==> config.mk <==
export PLATFORM = sky130hd
export DESIGN_NAME = channel_accum_flat
export DESIGN_NICKNAME = d
export VERILOG_FILES = /design/src/rtl/channel_accum_if.sv /design/src/rtl/channel_accum.sv /design/src/flat_wrapper.sv
export SDC_FILE = /design/constraint.sdc
export NUM_CORES = 1
export LEC_CHECK = 0
export BUFFER_PORTS_ARGS = -buffer_cell sky130_fd_sc_hd__buf_4
export CORE_MARGIN = 2
export CORE_UTILIZATION = 55
export DETAILED_ROUTE_END_ITERATION = 12
export GPL_TIMING_DRIVEN = 0
export HOLD_SLACK_MARGIN = 0.15
export MAX_ROUTING_LAYER = met4
export PLACE_DENSITY_LB_ADDON = 0.05
export SLEW_MARGIN = 20
export SYNTH_ARGS = -nofsm -noshare
export SYNTH_HDL_FRONTEND = slang
export SYNTH_SLANG_ARGS = --single-unit
export TNS_END_PERCENT = 10
==> constraint.sdc <==
create_clock -name clk -period 5.2 [get_ports clk]
set_input_delay 0.26 -clock clk [delete_from_list [all_inputs] [get_ports clk]]
set_output_delay 0.26 -clock clk [all_outputs]
set_load 0.005 [all_outputs]
==> src/rtl/channel_accum_if.sv <==
// Result readout bundle of one correlator channel: latched sums, counters, status and ack.
// master drives results/status (the accumulator), slave is the consumer and drives rd_ack.
// Ports (signals): p_i/p_q [e_i/e_q/l_i/l_q with EARLY_LATE_EN], n_samp, epoch_cnt, sat,
// result_valid, overrun, rd_ack.
interface channel_accum_if #(
    parameter int ACC_W = 24,
    parameter int CNT_W = 16
);
    logic signed [ACC_W-1:0] p_i;
    logic signed [ACC_W-1:0] p_q;
`ifdef EARLY_LATE_EN
    logic signed [ACC_W-1:0] e_i;
    logic signed [ACC_W-1:0] e_q;
    logic signed [ACC_W-1:0] l_i;
    logic signed [ACC_W-1:0] l_q;
`endif
    logic [CNT_W-1:0]        n_samp;
    logic [CNT_W-1:0]        epoch_cnt;
    logic                    sat;
    logic                    result_valid;
    logic                    overrun;
    logic                    rd_ack;

    modport master (
        output p_i, p_q,
`ifdef EARLY_LATE_EN
        output e_i, e_q, l_i, l_q,
`endif
        output n_samp, epoch_cnt, sat, result_valid, overrun,
        input  rd_ack
    );

    modport slave (
        input  p_i, p_q,
`ifdef EARLY_LATE_EN
        input  e_i, e_q, l_i, l_q,
`endif
        input  n_samp, epoch_cnt, sat, result_valid, overrun,
        output rd_ack
    );
endinterface

==> src/rtl/channel_accum.sv <==
// Integrate-and-dump for one correlator channel: code-wipe I/Q, saturating accumulate per epoch.
// Latency: dumped sums visible 1 clk after the dly_epoch cycle; first pulse after enable only arms.
// Backpressure: none on samples; an unacked result is overwritten on the next dump (sticky overrun).
// Ports: clk, reset_n (async, active-low), ch_en, i_in/q_in, promt_code, dly_epoch,
// [early_code/late_code], res (channel_accum_if.master: results, status, rd_ack).
// Optional macro EARLY_LATE_EN adds the early/late code inputs and four more accumulators.
// Requires ACC_W >= IN_W + 2 so a single product always fits in the accumulator with headroom.
module channel_accum #(
    parameter int IN_W  = 8,
    parameter int ACC_W = 24,
    parameter int CNT_W = 16
) (
    input  logic                   clk,
    input  logic                   reset_n,
    input  logic                   ch_en,
    input  logic signed [IN_W-1:0] i_in,
    input  logic signed [IN_W-1:0] q_in,
    input  logic                   promt_code,
`ifdef EARLY_LATE_EN
    input  logic                   early_code,
    input  logic                   late_code,
`endif
    input  logic                   dly_epoch,
    channel_accum_if.master        res
);
    // Lane order: 0 p_i, 1 p_q, 2 e_i, 3 e_q, 4 l_i, 5 l_q (even lanes take I, odd lanes Q).
`ifdef EARLY_LATE_EN
    localparam int NL = 6;
`else
    localparam int NL = 2;
`endif
    localparam int PW = IN_W + 1;

    typedef enum logic {WAIT_EPOCH, RUN} state_t;

    state_t                  state;
    state_t                  state_nxt;
    logic                    load;
    logic                    accumulate;
    logic                    dump;

    logic signed [ACC_W-1:0] acc     [NL];
    logic signed [ACC_W-1:0] sum     [NL];
    logic signed [ACC_W-1:0] res_q   [NL];
    logic [NL-1:0]           clip;
    logic [NL-1:0]           lane_code;
    logic [CNT_W-1:0]        samp_cnt;
    logic                    sat_acc;

    logic [CNT_W-1:0]        n_samp_q;
    logic [CNT_W-1:0]        epoch_cnt_q;
    logic                    sat_q;
    logic                    valid_q;
    logic                    overrun_q;

    // Sign-extend first so negating the most negative sample cannot wrap.
    function automatic logic [PW-1:0] code_wipe(input logic [IN_W-1:0] s, input logic c);
        logic [PW-1:0] ext;
        ext = {s[IN_W-1], s};
        return c ? -ext : ext;
    endfunction

    // Returns {clip, clamped sum}; overflow shows as disagreement of the top two bits of the
    // ACC_W+1 bit sum, and the clamp direction follows the true sign in the top bit.
    function automatic logic [ACC_W:0] acc_step(input logic [ACC_W-1:0] base,
                                                input logic [PW-1:0]    prod);
        logic [ACC_W:0] full;
        full = {base[ACC_W-1], base} + {{(ACC_W + 1 - PW){prod[PW-1]}}, prod};
        if (full[ACC_W] != full[ACC_W-1]) begin
            return {1'b1, full[ACC_W], {(ACC_W - 1){~full[ACC_W]}}};
        end
        return {1'b0, full[ACC_W-1:0]};
    endfunction

`ifdef EARLY_LATE_EN
    assign lane_code = {late_code, late_code, early_code, early_code, promt_code, promt_code};
`else
    assign lane_code = {promt_code, promt_code};
`endif

    // State register
    always_ff @(posedge clk or negedge reset_n) begin
        if (!reset_n) begin
            state <= WAIT_EPOCH;
        end else begin
            state <= state_nxt;
        end
    end

    // Next state and datapath controls; a disabled channel always falls back to WAIT_EPOCH.
    always_comb begin
        state_nxt  = state;
        load       = 1'b0;
        accumulate = 1'b0;
        dump       = 1'b0;
        if (!ch_en) begin
            state_nxt = WAIT_EPOCH;
        end else begin
            case (state)
                WAIT_EPOCH: begin
                    // The partial epoch before the first pulse is discarded: load, no dump.
                    if (dly_epoch) begin
                        state_nxt = RUN;
                        load      = 1'b1;
                    end
                end
                RUN: begin
                    if (dly_epoch) begin
                        dump = 1'b1;
                        load = 1'b1;
                    end else begin
                        accumulate = 1'b1;
                    end
                end
                default: state_nxt = WAIT_EPOCH;
            endcase
        end
    end

    // Per-lane product and saturating sum; a load starts from zero.
    always_comb begin
        logic [ACC_W:0]  step;
        logic [IN_W-1:0] samp;
        step = '0;
        samp = '0;
        clip = '0;
        for (int k = 0; k < NL; k++) begin
            samp    = k[0] ? q_in : i_in;
            step    = acc_step(load ? '0 : acc[k], code_wipe(samp, lane_code[k]));
            clip[k] = step[ACC_W];
            sum[k]  = step[ACC_W-1:0];
        end
    end

    // Accumulators: reload on pulse, integrate in RUN, otherwise held at zero.
    always_ff @(posedge clk or negedge reset_n) begin
        if (!reset_n) begin
            for (int k = 0; k < NL; k++) begin
                acc[k] <= '0;
            end
            samp_cnt <= '0;
            sat_acc  <= 1'b0;
        end else if (load) begin
            for (int k = 0; k < NL; k++) begin
                acc[k] <= sum[k];
            end
            samp_cnt <= CNT_W'(1);
            sat_acc  <= |clip;
        end else if (accumulate) begin
            for (int k = 0; k < NL; k++) begin
                acc[k] <= sum[k];
            end
            samp_cnt <= (&samp_cnt) ? samp_cnt : samp_cnt + 1'b1;
            sat_acc  <= sat_acc | (|clip);
        end else begin
            for (int k = 0; k < NL; k++) begin
                acc[k] <= '0;
            end
            samp_cnt <= '0;
            sat_acc  <= 1'b0;
        end
    end

    // Holding registers and handshake. Results/valid/overrun survive ch_en=0; epoch_cnt does not.
    always_ff @(posedge clk or negedge reset_n) begin
        if (!reset_n) begin
            for (int k = 0; k < NL; k++) begin
                res_q[k] <= '0;
            end
            n_samp_q    <= '0;
            epoch_cnt_q <= '0;
            sat_q       <= 1'b0;
            valid_q     <= 1'b0;
            overrun_q   <= 1'b0;
        end else begin
            if (dump) begin
                // The pulse sample belongs to the new epoch, so dump the pre-pulse sums.
                for (int k = 0; k < NL; k++) begin
                    res_q[k] <= acc[k];
                end
                n_samp_q    <= samp_cnt;
                sat_q       <= sat_acc;
                epoch_cnt_q <= epoch_cnt_q + 1'b1;
                valid_q     <= 1'b1;
                if (valid_q && !res.rd_ack) begin
                    overrun_q <= 1'b1;
                end else if (res.rd_ack) begin
                    overrun_q <= 1'b0;
                end
            end else if (res.rd_ack) begin
                valid_q   <= 1'b0;
                overrun_q <= 1'b0;
            end
            if (!ch_en) begin
                epoch_cnt_q <= '0;
            end
        end
    end

    assign res.p_i          = res_q[0];
    assign res.p_q          = res_q[1];
`ifdef EARLY_LATE_EN
    assign res.e_i          = res_q[2];
    assign res.e_q          = res_q[3];
    assign res.l_i          = res_q[4];
    assign res.l_q          = res_q[5];
`endif
    assign res.n_samp       = n_samp_q;
    assign res.epoch_cnt    = epoch_cnt_q;
    assign res.sat          = sat_q;
    assign res.result_valid = valid_q;
    assign res.overrun      = overrun_q;
endmodule
==> src/flat_wrapper.sv <==
// flat-port wrapper written by rule: the top's interface ports become plain ports
module channel_accum_flat 
#(
    parameter int IN_W  = 8,
    parameter int ACC_W = 24,
    parameter int CNT_W = 16
)
  (clk, reset_n, ch_en, i_in, q_in, promt_code, dly_epoch, res_p_i, res_p_q, res_n_samp, res_epoch_cnt, res_sat, res_result_valid, res_overrun, res_rd_ack);
  channel_accum_if #(.ACC_W(ACC_W), .CNT_W(CNT_W)) res_i ();
  input  logic clk;
  input  logic reset_n;
  input  logic ch_en;
  input  logic signed [IN_W-1:0] i_in;
  input  logic signed [IN_W-1:0] q_in;
  input  logic promt_code;
  input  logic dly_epoch;
  output wire logic [$bits(res_i.p_i)-1:0] res_p_i;
  output wire logic [$bits(res_i.p_q)-1:0] res_p_q;
  output wire logic [$bits(res_i.n_samp)-1:0] res_n_samp;
  output wire logic [$bits(res_i.epoch_cnt)-1:0] res_epoch_cnt;
  output wire logic [$bits(res_i.sat)-1:0] res_sat;
  output wire logic [$bits(res_i.result_valid)-1:0] res_result_valid;
  output wire logic [$bits(res_i.overrun)-1:0] res_overrun;
  input wire logic [$bits(res_i.rd_ack)-1:0] res_rd_ack;
  assign res_p_i = res_i.p_i;
  assign res_p_q = res_i.p_q;
  assign res_n_samp = res_i.n_samp;
  assign res_epoch_cnt = res_i.epoch_cnt;
  assign res_sat = res_i.sat;
  assign res_result_valid = res_i.result_valid;
  assign res_overrun = res_i.overrun;
  assign res_i.rd_ack = res_rd_ack;
  channel_accum #(.IN_W(IN_W), .ACC_W(ACC_W), .CNT_W(CNT_W)) u_core (.clk(clk), .reset_n(reset_n), .ch_en(ch_en), .i_in(i_in), .q_in(q_in), .promt_code(promt_code), .dly_epoch(dly_epoch), .res(res_i));
endmodule
==> out/results.ini <==
[status]
status=finished, final reports clean

[critical_path]
cp_max_fo=17
end_kind=flop
critPathSlowestCell=or3b_1
r2r_setup_slack_ps=1180
worstPathArrival_ps=5230
rr_endpoint=u_core.acc[5]
reg2reg_depth=17
startpoint_type=input port
path_cells=buf_4, inv_1, ha_1, or3b_1, o211a_1, nor2_4, inv_2, clkbuf_4, ha_1, and3_1, and3_1, a211oi_1, o21ai_1, a2111oi_4, nor2_1, a41oi_1, o22ai_1, xor2_1, ha_1, clkbuf_4, o21ai_0, buf_4, o21a_1, nor2_1
critPathRequiredTime_ps=5480
path_class=input port to flop
critPathBufInv=6
r2r_start=u_core.acc[0]
crit_family=compound AO/OA/AOI/OAI gates
setup.worst_path.start=q_in[0]
cp_common_cell=ha_1
max_stage_delay_ps=390

[synthesis]
synth_async_sr_flop_share_pct=100
seq_area_frac_synth_pct=41.2
synth_top_area_share_pct=41.2
ys_types=74
yosysTopAreaCell=dfrtp_1
ys.flop_type=dfrtp_1
synth_area_leaders=dfrtp_1 (41%), mux2_2 (8.0%), xnor2_1 (5.8%), ha_1 (5.5%), and2_1 (3.5%)
syn_area_sq_um=9050
synth_edf_count=0
avgSynthCellArea_sq_um=9.80
postSynthCellCount=923
synth.ff_latch_count=149
yosysMostFrequentCell=dfrtp_1
syn_nets=987
synth_commonest_cells=dfrtp_1 (149), mux2_2 (64), nand2_1 (63), nor2_1 (60), xnor2_1 (60)
yosys_warnings=0

[place]
place_inst=1242
finalWeightedCongestion=0.936
io_buffers=102
hpwl_um=15300

[final_layout]
finalNonFillerCells=1275
fillers=1340
nets=1110
final_util_pct=67.4
layout-drive-gt1-share_pct=22.8
n_antenna_cell=0
areaGrowthSynthToFinish_pct=19.2

[route]
final_antenna_net_count=0
wl_um=21100
first_iter_violations=362
drtPass1Iterations=4
vias=7266
drt-wirelength-per-cell_um=16.5
vias_per_cell=5.70
drc=0

[grt]
grt_use_total_pct=25.9
grt_pass1_vias=7051
grt_max_degree=89
grt_pass1_wl_um=35900
grt_antenna_before_repair=0
overflow=0

[floorplanning]
core_sq_um=16000
io_pins=105
die_area_sq_um=17500
die_height_um=132
fp.dieW_um=132
core.rowCount=46
start_util_pct=56.6

[hold_path]
hold_depth=3
hold_end=u_core.acc[0]
hp-class=input port to flop
min_from=q_in[0]

[clock_network]
cts.sinks=149
path_clk_slew_ps=60
cts_tree=done
cts_root_buf=clkbuf_16
clk_latency_ps=420
clk_path_buf_depth=2
postCtsSetupRepairBufs=0
cts_buffers=17
htreeDepth=4

[sta]
drv_slew=0
fin_crit_sh_pct=95.3
finalClockSkew_ps=7.58
relSlewSlack_pct=41.5
final.min_clock_period_ps=4960
fmax_ghz=0.202
setup_violations=0
tightest_slew_ps=878
final_hold_viol_count=0
rsz0062_at_grt=true

[pwr]
ir_drop_uv=280
p_leak_nw=5.16
powerDensity_nw_per_um2=483

[flow_run]
drv_cap=0

## sequential cells by signal, indices dropped and copies added (netlist names)
signal,cells
u_core.res.epoch_cnt,16
u_core.res.p_i,24
u_core.res.result_valid,1
u_core.res.overrun,1
u_core.acc,48
u_core.res.n_samp,16
u_core.res.p_q,24
u_core.samp_cnt,16
u_core.res.sat,1
u_core.sat_acc,1
u_core.state,1
## placed cells by master (no fill, tap or decap), types with 4 or more instances in the layout
| cell | instances |
|---|---|
| a31oi_1 | 8 |
| clkbuf_2 | 7 |
| nand3_1 | 28 |
| a21o_1 | 17 |
| clkinvlp_4 | 4 |
| and3_1 | 14 |
| nand4_1 | 13 |
| buf_4 | 103 |
| nand2b_1 | 4 |
| nor2b_1 | 6 |
| o31ai_1 | 7 |
| dfrtp_1 | 149 |
| a21oi_1 | 46 |
| o21ai_2 | 12 |
| clkbuf_1 | 22 |
| mux2_2 | 64 |
| xor2_1 | 25 |
| o21ai_0 | 48 |
| inv_1 | 25 |
| ha_1 | 40 |
| a21boi_0 | 12 |
| xnor2_1 | 60 |
| buf_2 | 4 |
| or4_1 | 5 |
| and2_1 | 51 |
| nor3_1 | 13 |
| or3_1 | 5 |
| clkbuf_16 | 17 |
| nor2_1 | 60 |
| o21a_1 | 11 |
| o21bai_1 | 6 |
| nand2_1 | 62 |
| o211ai_1 | 6 |
| maj3_1 | 6 |
| buf_1 | 6 |
| a211oi_1 | 7 |
| a22oi_1 | 5 |
## kinds of logic (layout without fill, tap and decap cells)
kind of cell / Yosys count / after routing / synth area share [%]
adder cells (fa/ha/maj): 49 / 49 / 6.76
buffers and inverters: 71 / 207 / 3.12
AO/OA/AOI/OAI: 222 / 222 / 16.5
multiplexers: 67 / 67 / 8.30
AND/OR/NAND/NOR: 279 / 279 / 15.7
XOR/XNOR: 86 / 86 / 8.41
flip-flops: 149 / 149 / 41.2
## layout make-up
type | instances | area [sq um] | area share [%]
plain buffers | 43 | 198 | 1.83
clock buffers | 18 | 429 | 3.98
clock inverters | 14 | 176 | 1.64
inverters | 27 | 101 | 0.940
multi-input cells | 703 | 5060 | 46.9
flip-flops and latches | 149 | 3730 | 34.6
well taps | 216 | 270 | 2.51
repair buffers | 105 | 821 | 7.61
## repair_timing
action	in CTS	in global routing
endpoints found under the setup margin	24	36
pin swaps	0	2
hold buffers	2	0
resized for setup	12	15
endpoints found under the hold margin	63	0
cloned	0	0
## metal layers
| metal | vias up | part of all wire [%] | global-route usage [%] | wire length (um) |
|---|---|---|---|---|
| met3 | 30 | 4.5 | 3.31 | 955 |
| li1 | 3533 | - | - | - |
| met5 | - | 0 | - | 0 |
| met2 | 192 | 46 | 40.4 | 9780 |
| met4 | 0 | 1.6 | 7.41 | 329 |
| met1 | 3511 | 48 | 35.9 | 10000 |
## metrics by stage
step	power, W	worst slack [ps]	hold slack (ps)	cell area (sq um)	setup TNS (ps)
after floorplan	0.00318	138	-35.6	9050	0
after global placement	0.00386	-1500	424	10100	-30630
after detailed placement	0.00389	-1480	223	10100	-31230
after CTS	0.00521	15.4	214	10800	0
after global routing	0.00558	-30.8	238	10800	-30.8
final	0.00520	242	218	10800	0
## power breakdown
part / switching (W) / internal, W
Clock: 0.000510 / 0.000760
Sequential: 0.000184 / 0.00148
Combinational: 0.00121 / 0.00106
## worst max-delay path by stage
stage / end / slack [ps] / cells after the start
2_1_floorplan: u_core.acc[5] / 140 / 23
3_5_place_dp: u_core.acc[5] / -1480 / 22
6_report: u_core.acc[5] / 240 / 24
4_1_cts: u_core.acc[5] / 20 / 23
5_1_grt: u_core.acc[5] / -30 / 24
3_3_place_gp: u_core.acc[5] / -1500 / 22
## tightest hold or removal path, stage by stage
cell	delay (ps)
buf_4	110
ha_1	130
o21a_1	100
Power figures use the tool's default switching activity.
